File: src/rtl/game_grid_pkg.sv
// Shared types and colour defaults for the board-grid overlay stage.
// The vga_bus_t bundle is the pixel stream passed along the VGA chain.
package game_grid_pkg;

  localparam int COORD_W = 12;

  typedef logic [COORD_W-1:0] coord_t;
  typedef logic [11:0] rgb_t;

  typedef enum logic {
    IDLE  = 1'b0,
    FLASH = 1'b1
  } flash_state_t;

  typedef struct packed {
    coord_t hcount;
    coord_t vcount;
    logic   hsync;
    logic   vsync;
    logic   blank;
    rgb_t   rgb;
  } vga_bus_t;

  localparam rgb_t THIN_DEF      = 12'h777;
  localparam rgb_t THICK_DEF     = 12'hfff;
  localparam rgb_t INCORRECT_DEF = 12'hf77;
  localparam rgb_t CURSOR_DEF    = 12'h0f0;

endpackage

File: src/rtl/game_grid_axis.sv
// One axis of the grid: pixel-in-cell, cell index and box sub-counters.
// Classification is for the coordinate presented this cycle.
module game_grid_axis
  import game_grid_pkg::*;
#(
  parameter int CELL_SIZE = 16
) (
  input  logic       clk,
  input  logic       rst,
  input  coord_t     coord_i,
  input  coord_t     origin_i,
  input  coord_t     span_i,
  input  logic [2:0] n_i,
  input  logic       load_i,
  input  logic       step_i,
  output logic       in_range_o,
  output logic       is_line_o,
  output logic       is_thick_o,
  output logic [4:0] cell_idx_o
);

  localparam int PW = (CELL_SIZE > 1) ? $clog2(CELL_SIZE) : 1;

  logic [PW-1:0] pix_q, pix_d;
  logic [4:0]    cell_q, cell_d;
  logic [2:0]    box_q, box_d;
  coord_t        far_edge;
  logic          at_edge;

  // The _d values describe the current pixel and become the held state.
  always_comb begin
    pix_d  = pix_q;
    cell_d = cell_q;
    box_d  = box_q;
    if (load_i) begin
      pix_d  = '0;
      cell_d = '0;
      box_d  = '0;
    end else if (step_i) begin
      if (pix_q == PW'(CELL_SIZE - 1)) begin
        pix_d  = '0;
        cell_d = cell_q + 5'd1;
        if (box_q == n_i - 3'd1) begin
          box_d = '0;
        end else begin
          box_d = box_q + 3'd1;
        end
      end else begin
        pix_d = pix_q + PW'(1);
      end
    end
  end

  always_ff @(posedge clk) begin
    if (rst) begin
      pix_q  <= '0;
      cell_q <= '0;
      box_q  <= '0;
    end else begin
      pix_q  <= pix_d;
      cell_q <= cell_d;
      box_q  <= box_d;
    end
  end

  always_comb begin
    far_edge   = origin_i + span_i;
    at_edge    = (coord_i == far_edge);
    in_range_o = (coord_i >= origin_i) && (coord_i <= far_edge);
    is_line_o  = in_range_o && ((pix_d == '0) || at_edge);
    is_thick_o = is_line_o && ((box_d == '0) || at_edge);
    cell_idx_o = cell_d;
  end

endmodule

File: src/rtl/game_grid_draw.sv
// Centred N^2 x N^2 grid overlay with cursor blink and incorrect flash.
// Two-cycle pipeline: classify, then colour mux.
module game_grid_draw
  import game_grid_pkg::*;
#(
  parameter int   SCREEN_WIDTH    = 1024,
  parameter int   SCREEN_HEIGHT   = 768,
  parameter int   CELL_SIZE       = 16,
  parameter int   MAX_BOARD_SIZE  = 4,
  parameter int   BLINK_FRAMES    = 30,
  parameter int   FLASH_FRAMES    = 60,
  parameter rgb_t THIN_COLOR      = THIN_DEF,
  parameter rgb_t THICK_COLOR     = THICK_DEF,
  parameter rgb_t INCORRECT_COLOR = INCORRECT_DEF,
  parameter rgb_t CURSOR_COLOR    = CURSOR_DEF
) (
  input  logic       clk,
  input  logic       rst,
  input  logic       is_game_on,
  input  logic [2:0] board_size,
  input  logic [4:0] cursor_x,
  input  logic [4:0] cursor_y,
  input  logic       incorrect,
  input  vga_bus_t   bus_in,
  output vga_bus_t   bus_out
);

  localparam int BW = $clog2(BLINK_FRAMES + 1);
  localparam int FW = $clog2(FLASH_FRAMES + 1);

  logic tick;
  assign tick = (bus_in.hcount == '0) &&
                (bus_in.vcount == '0);

  logic [2:0] n_q, n_d;
  logic [4:0] cx_q, cx_d;
  logic [4:0] cy_q, cy_d;

  always_comb begin
    n_d  = tick ? board_size : n_q;
    cx_d = tick ? cursor_x : cx_q;
    cy_d = tick ? cursor_y : cy_q;
  end

  coord_t nn, span, x0, y0;
  logic   n_ok;

  always_comb begin
    nn   = coord_t'(n_q) * coord_t'(n_q);
    span = nn * coord_t'(CELL_SIZE);
    x0   = (coord_t'(SCREEN_WIDTH) - span) >> 1;
    y0   = (coord_t'(SCREEN_HEIGHT) - span) >> 1;
    n_ok = (n_q >= 3'd2) &&
           (n_q <= 3'(MAX_BOARD_SIZE));
  end

  logic       x_in, x_line, x_thick;
  logic       y_in, y_line, y_thick;
  logic [4:0] x_cell, y_cell;
  logic       x_load, y_load, y_step;

  assign x_load = (bus_in.hcount == x0);
  assign y_step = (bus_in.hcount == '0);
  assign y_load = y_step && (bus_in.vcount == y0);

  game_grid_axis #(
    .CELL_SIZE (CELL_SIZE)
  ) u_x (
    .clk        (clk),
    .rst        (rst),
    .coord_i    (bus_in.hcount),
    .origin_i   (x0),
    .span_i     (span),
    .n_i        (n_q),
    .load_i     (x_load),
    .step_i     (1'b1),
    .in_range_o (x_in),
    .is_line_o  (x_line),
    .is_thick_o (x_thick),
    .cell_idx_o (x_cell)
  );

  game_grid_axis #(
    .CELL_SIZE (CELL_SIZE)
  ) u_y (
    .clk        (clk),
    .rst        (rst),
    .coord_i    (bus_in.vcount),
    .origin_i   (y0),
    .span_i     (span),
    .n_i        (n_q),
    .load_i     (y_load),
    .step_i     (y_step),
    .in_range_o (y_in),
    .is_line_o  (y_line),
    .is_thick_o (y_thick),
    .cell_idx_o (y_cell)
  );

  logic       phase_q, phase_d;
  logic [BW-1:0] blink_q, blink_d;

  always_comb begin
    phase_d = phase_q;
    blink_d = blink_q;
    if (tick) begin
      if (blink_q == BW'(BLINK_FRAMES - 1)) begin
        blink_d = '0;
        phase_d = ~phase_q;
      end else begin
        blink_d = blink_q + BW'(1);
      end
    end
  end

  logic [5:0] cx1, cy1;
  logic       cur_ok;
  logic       x_at, x_at1, y_at, y_at1;
  logic       x_edge, y_edge, x_span, y_span;
  logic       cur_hit, both_in, line_px, thick_px;

  // The cursor cell spans both of its bounding lines on each axis.
  always_comb begin
    cx1      = {1'b0, cx_q} + 6'd1;
    cy1      = {1'b0, cy_q} + 6'd1;
    cur_ok   = (coord_t'(cx_q) < nn) &&
               (coord_t'(cy_q) < nn);
    x_at     = (x_cell == cx_q);
    x_at1    = ({1'b0, x_cell} == cx1);
    y_at     = (y_cell == cy_q);
    y_at1    = ({1'b0, y_cell} == cy1);
    x_edge   = x_line && (x_at || x_at1);
    y_edge   = y_line && (y_at || y_at1);
    x_span   = x_in && (x_at || (x_at1 && x_line));
    y_span   = y_in && (y_at || (y_at1 && y_line));
    cur_hit  = phase_q && cur_ok &&
               ((x_edge && y_span) ||
                (y_edge && x_span));
    both_in  = x_in && y_in;
    line_px  = both_in && (x_line || y_line);
    thick_px = both_in && (x_thick || y_thick);
  end

  flash_state_t  state_q, state_d;
  logic [FW-1:0] fcnt_q, fcnt_d;
  logic          inc_q, rise;

  assign rise = incorrect && !inc_q;

  // A fresh rising edge always reloads, even on the expiring frame.
  always_comb begin
    state_d = state_q;
    fcnt_d  = fcnt_q;
    if (!is_game_on) begin
      state_d = IDLE;
      fcnt_d  = '0;
    end else if (rise) begin
      state_d = FLASH;
      fcnt_d  = FW'(FLASH_FRAMES);
    end else if (state_q == FLASH && tick) begin
      if (fcnt_q <= FW'(1)) begin
        state_d = IDLE;
        fcnt_d  = '0;
      end else begin
        fcnt_d = fcnt_q - FW'(1);
      end
    end
  end

  vga_bus_t s1_bus_q, out_q;
  logic     s1_en_q, s1_cur_q, s1_line_q;
  logic     s1_thick_q, s1_inc_q;
  rgb_t     rgb_d;

  always_comb begin
    rgb_d = s1_bus_q.rgb;
    if (s1_en_q) begin
      if (s1_cur_q) begin
        rgb_d = CURSOR_COLOR;
      end else if (s1_line_q && s1_inc_q) begin
        rgb_d = INCORRECT_COLOR;
      end else if (s1_thick_q) begin
        rgb_d = THICK_COLOR;
      end else if (s1_line_q) begin
        rgb_d = THIN_COLOR;
      end
    end
  end

  always_ff @(posedge clk) begin
    if (rst) begin
      n_q        <= '0;
      cx_q       <= '0;
      cy_q       <= '0;
      phase_q    <= 1'b1;
      blink_q    <= '0;
      state_q    <= IDLE;
      fcnt_q     <= '0;
      inc_q      <= 1'b0;
      s1_bus_q   <= '0;
      s1_en_q    <= 1'b0;
      s1_cur_q   <= 1'b0;
      s1_line_q  <= 1'b0;
      s1_thick_q <= 1'b0;
      s1_inc_q   <= 1'b0;
      out_q      <= '0;
    end else begin
      n_q        <= n_d;
      cx_q       <= cx_d;
      cy_q       <= cy_d;
      phase_q    <= phase_d;
      blink_q    <= blink_d;
      state_q    <= state_d;
      fcnt_q     <= fcnt_d;
      inc_q      <= incorrect;
      s1_bus_q   <= bus_in;
      s1_en_q    <= is_game_on && n_ok;
      s1_cur_q   <= cur_hit;
      s1_line_q  <= line_px;
      s1_thick_q <= thick_px;
      s1_inc_q   <= incorrect || (state_q == FLASH);
      out_q      <= s1_bus_q;
      out_q.rgb  <= rgb_d;
    end
  end

  assign bus_out = out_q;

endmodule
File: config.mk
export PLATFORM = sky130hd
export DESIGN_NAME = game_grid_draw
export DESIGN_NICKNAME = d
export VERILOG_FILES = /design/src/rtl/game_grid_pkg.sv /design/src/rtl/game_grid_axis.sv /design/src/rtl/game_grid_draw.sv
export SDC_FILE = /design/constraint.sdc
export NUM_CORES = 1
export LEC_CHECK = 0
export ABC_AREA = 1
export CORE_MARGIN = 10
export CORE_UTILIZATION = 35
export CTS_CLUSTER_SIZE = 24
export DETAILED_ROUTE_END_ITERATION = 7
export PLACE_DENSITY = 0.62
export SLEW_MARGIN = 30
export SYNTH_ARGS = -nofsm -noshare
export SYNTH_HDL_FRONTEND = slang
export SYNTH_SLANG_ARGS = --single-unit
File: constraint.sdc
create_clock -name clk -period 3.8 [get_ports clk]
set_clock_uncertainty 0.15 [all_clocks]
set_input_delay 0.76 -clock clk [delete_from_list [all_inputs] [get_ports clk]]
set_output_delay 0.76 -clock clk [all_outputs]
set_load 0.005 [all_outputs]
==> metrics.txt <==
yosys synthesis warning count 0; Worst Max-Slew Pin Slew 0.737 ns; Placed Cells incl. Taps 1338; power per unit of standard cell area 365 mW/mm^2; estimated wirelength of the detail-placed design 13200 um; clock network latency to the later pin of the worst-skew pair 0.42 ns; 1st-iter DRT viols 316; most common cell after layout, fill and taps aside nand2_1; worst slack at placement 0.00844 ns; Net count, final 1213; Initial DRT Pass Iterations 5; Post-Layout Cell Count 1381; Vias per Instance 4.54; leakage power of the design 4.30 nW; Setup crit start n_q[0]; mean instance size in the synthesized netlist 7.25 um^2; height of the die 162 um; crit-path max FO 5; Initial Utilization 35.3%; antenna diode count 0; R2R Path Start n_q[0]; WHS Path Cells 2; peak ir drop on the vdd network 275 uV; largest cells by area after synthesis dfxtp_1 38%, ha_1 10%, nand2_1 9.6%; top cell type's share of synthesized area 37.8%; global-route wire length before repair 28600 um; leading cell types in the layout, fill and taps excluded 173 x nand2_1, 148 x inv_1, 148 x nor2_1, 132 x dfxtp_1, 93 x clkdlybuf4s50_1; Arr. time, crit path 3.92 ns; Die Span X 162 um; cell count after synthesis 979; number of failing hold endpoints at the final stage 0; last weighted congestion value of the routability-driven placer 0.894; total of fill cells in the finished design 1968; post-layout minimum cycle time 3.71 ns; class of the tightest hold or removal check reg -> reg; vias in the first global route 5949; die outline area 0.0264 mm^2; Setup violations, final 0; clock transition at the registers of the reported paths 0.06 ns; standard-cell rows 52; WL per Instance 12.5 um; number of antenna violations at the first check in global routing 0; Achievable Freq 0.270 GHz; result of the run finished, final reports clean; total nets after synthesis 1094; Max Buffers Root-to-Sink 2; final-report max-slew violation count 0; max cap viols 0; cts bufs inserted 17; final clock period utilization by the worst path 97.6%; worst reg-to-reg setup slack 0.09 ns; depth of the worst register-to-register path 24; Yosys cell types 43; clock tree from TritonCTS yes; Yosys reg bits 134; vias after detailed routing 6276; remaining number of nets flagged by the antenna check after routing 0; Port Buf Inserts 94; Std-Cell Core Area 0.0201 mm^2; minimum setup slack in the final design 0.0923 ns; top-level port count 95; Post-Route WL 17300 um; root buf cell clkbuf_16; CP endpoint kind flop; Critical path destination s1_cur_q; Clock Sink Count 134; normalized max-slew margin 50.9%; r2r endpoint s1_cur_q; share of synthesized area occupied by flip-flops and latches 37.8%; maximum number of pins on one net before global-route repair 73; startpoint type of the worst setup path flop; netlist area before placement 0.00709 mm^2; Remaining Overflow, GRT 0; hold_buf cts 0; fraction of final layout cells with drive strength greater than 1 12.3%; H-tree depth 4; top cell type by total area after synthesis dfxtp_1; # DRC 0; Required @ worst endpoint 4.01 ns; area added between synthesis and finish 31.0%; overall global routing resource usage 13.1%; Worst Path Class, Setup reg -> reg
-- cell usage after synthesis, drive strengths merged --
cell type  number
nand2         190
nor2          162
inv           161
dfxtp         134
ha             59
nand3          57
a21oi          52
o21ai          40
nand4          27
xor2           25
clkbuf         13
buf             9
xnor2           9
nor3            8
o21bai          6
a31oi           5
o21a            4
a211oi          3
nand3b          3
clkinv          2
o2111ai         2
o211ai          2
a21o            1
nor3b           1
nor4            1
o221ai          1
o31ai           1
or2             1
-- stage by stage --
step	instance area [um^2]	util (%)	setup TNS [ns]	hold slack [ns]	power, mW
final	9300	46.2	0	0.248	3.40
after global routing	9300	46.2	-0.110	0.264	3.53
after CTS	9000	44.8	0	0.245	3.44
after detailed placement	8390	41.7	0	0.242	1.74
after global placement	8390	41.7	0	0.240	1.74
after floorplan	7090	-	0	0.238	1.61
-- worst min path at each step --
stage	start	to	slack (ns)
2_1_floorplan	s1_bus_q[12]	bus_out[12]	0.24
3_3_place_gp	s1_bus_q[38]	bus_out[38]	0.24
3_5_place_dp	s1_bus_q[33]	bus_out[33]	0.24
4_1_cts	s1_bus_q[33]	bus_out[33]	0.25
5_1_grt	s1_bus_q[18]	bus_out[18]	0.26
6_report	s1_bus_q[33]	bus_out[33]	0.25
-- worst max-delay path: stages, from the launching register on --
cell and delay, ns:
dfxtp_4 0.37, ha_4 0.16, ha_4 0.15, o21bai_4 0.16
nand2_2 0.14, xor2_2 0.19, inv_2 0.06, ha_4 0.22
inv_2 0.07, nor3_2 0.04, o31ai_1 0.27, a21oi_1 0.12
or2_2 0.29, inv_2 0.07, ha_4 0.13, nand2_2 0.07
nor2_4 0.13, nand2_2 0.08, nor3_4 0.22, inv_2 0.06
nand2_2 0.08, nand2_2 0.06, nor3_2 0.18, nand3_2 0.08
nor2_2 0.11
-- routing by layer --
| layer | vias to the layer above | global-route usage, % | share of wire [%] |
|---|---|---|---|
| li1 | 3336 | - | - |
| met1 | 2806 | 16.9 | 49 |
| met2 | 121 | 20.6 | 45 |
| met3 | 13 | 3.72 | 5.5 |
| met4 | 0 | 4.14 | 1.2 |
| met5 | - | 0 | 0 |
-- registers in the layout, summed over array words and instances (netlist names), 4 cells and up --
| name | count |
|---|---|
| u_x.pix_q | 4 |
| u_y.cell_q | 5 |
| u_x.cell_q | 5 |
| u_y.pix_q | 4 |
| bus_out | 39 |
| cy_q | 5 |
| cx_q | 5 |
| blink_q | 5 |
| s1_bus_q | 39 |
| fcnt_q | 6 |
-- kinds of logic after synthesis --
logic type               count (synthesis)  share of synthesized area [%]
AND/OR/NAND/NOR                        450                           28.2
buffers and inverters                  185                           10.1
flip-flops                             134                           37.8
AO/OA/AOI/OAI                          117                           9.21
adder cells (fa/ha/maj)                 59                           10.4
XOR/XNOR                                34                           4.20
-- area by class of cell --
type,instances,area (um^2),area share (%)
tap,270,338,3.63
multi-input combinational,660,3890,41.9
clock buffer,17,425,4.58
timing repair buffer,122,1150,12.4
inverter,163,617,6.64
sequential,134,2690,28.9
clock inverter,15,181,1.95
-- power by group --
group | switching, mW | internal, mW
sequential | 0.0136 | 1.45
combinational | 0.125 | 0.128
clock | 0.687 | 0.993
total | 0.826 | 2.57
-- repair_timing --
item	CTS	global route
pin swaps	1	27
hold endpoints to repair	0	0
buffers inserted	0	11
endpoints found under the setup margin	1	3
gates resized for setup	1	52
Note: power is estimated with default switching activity, not from simulation.
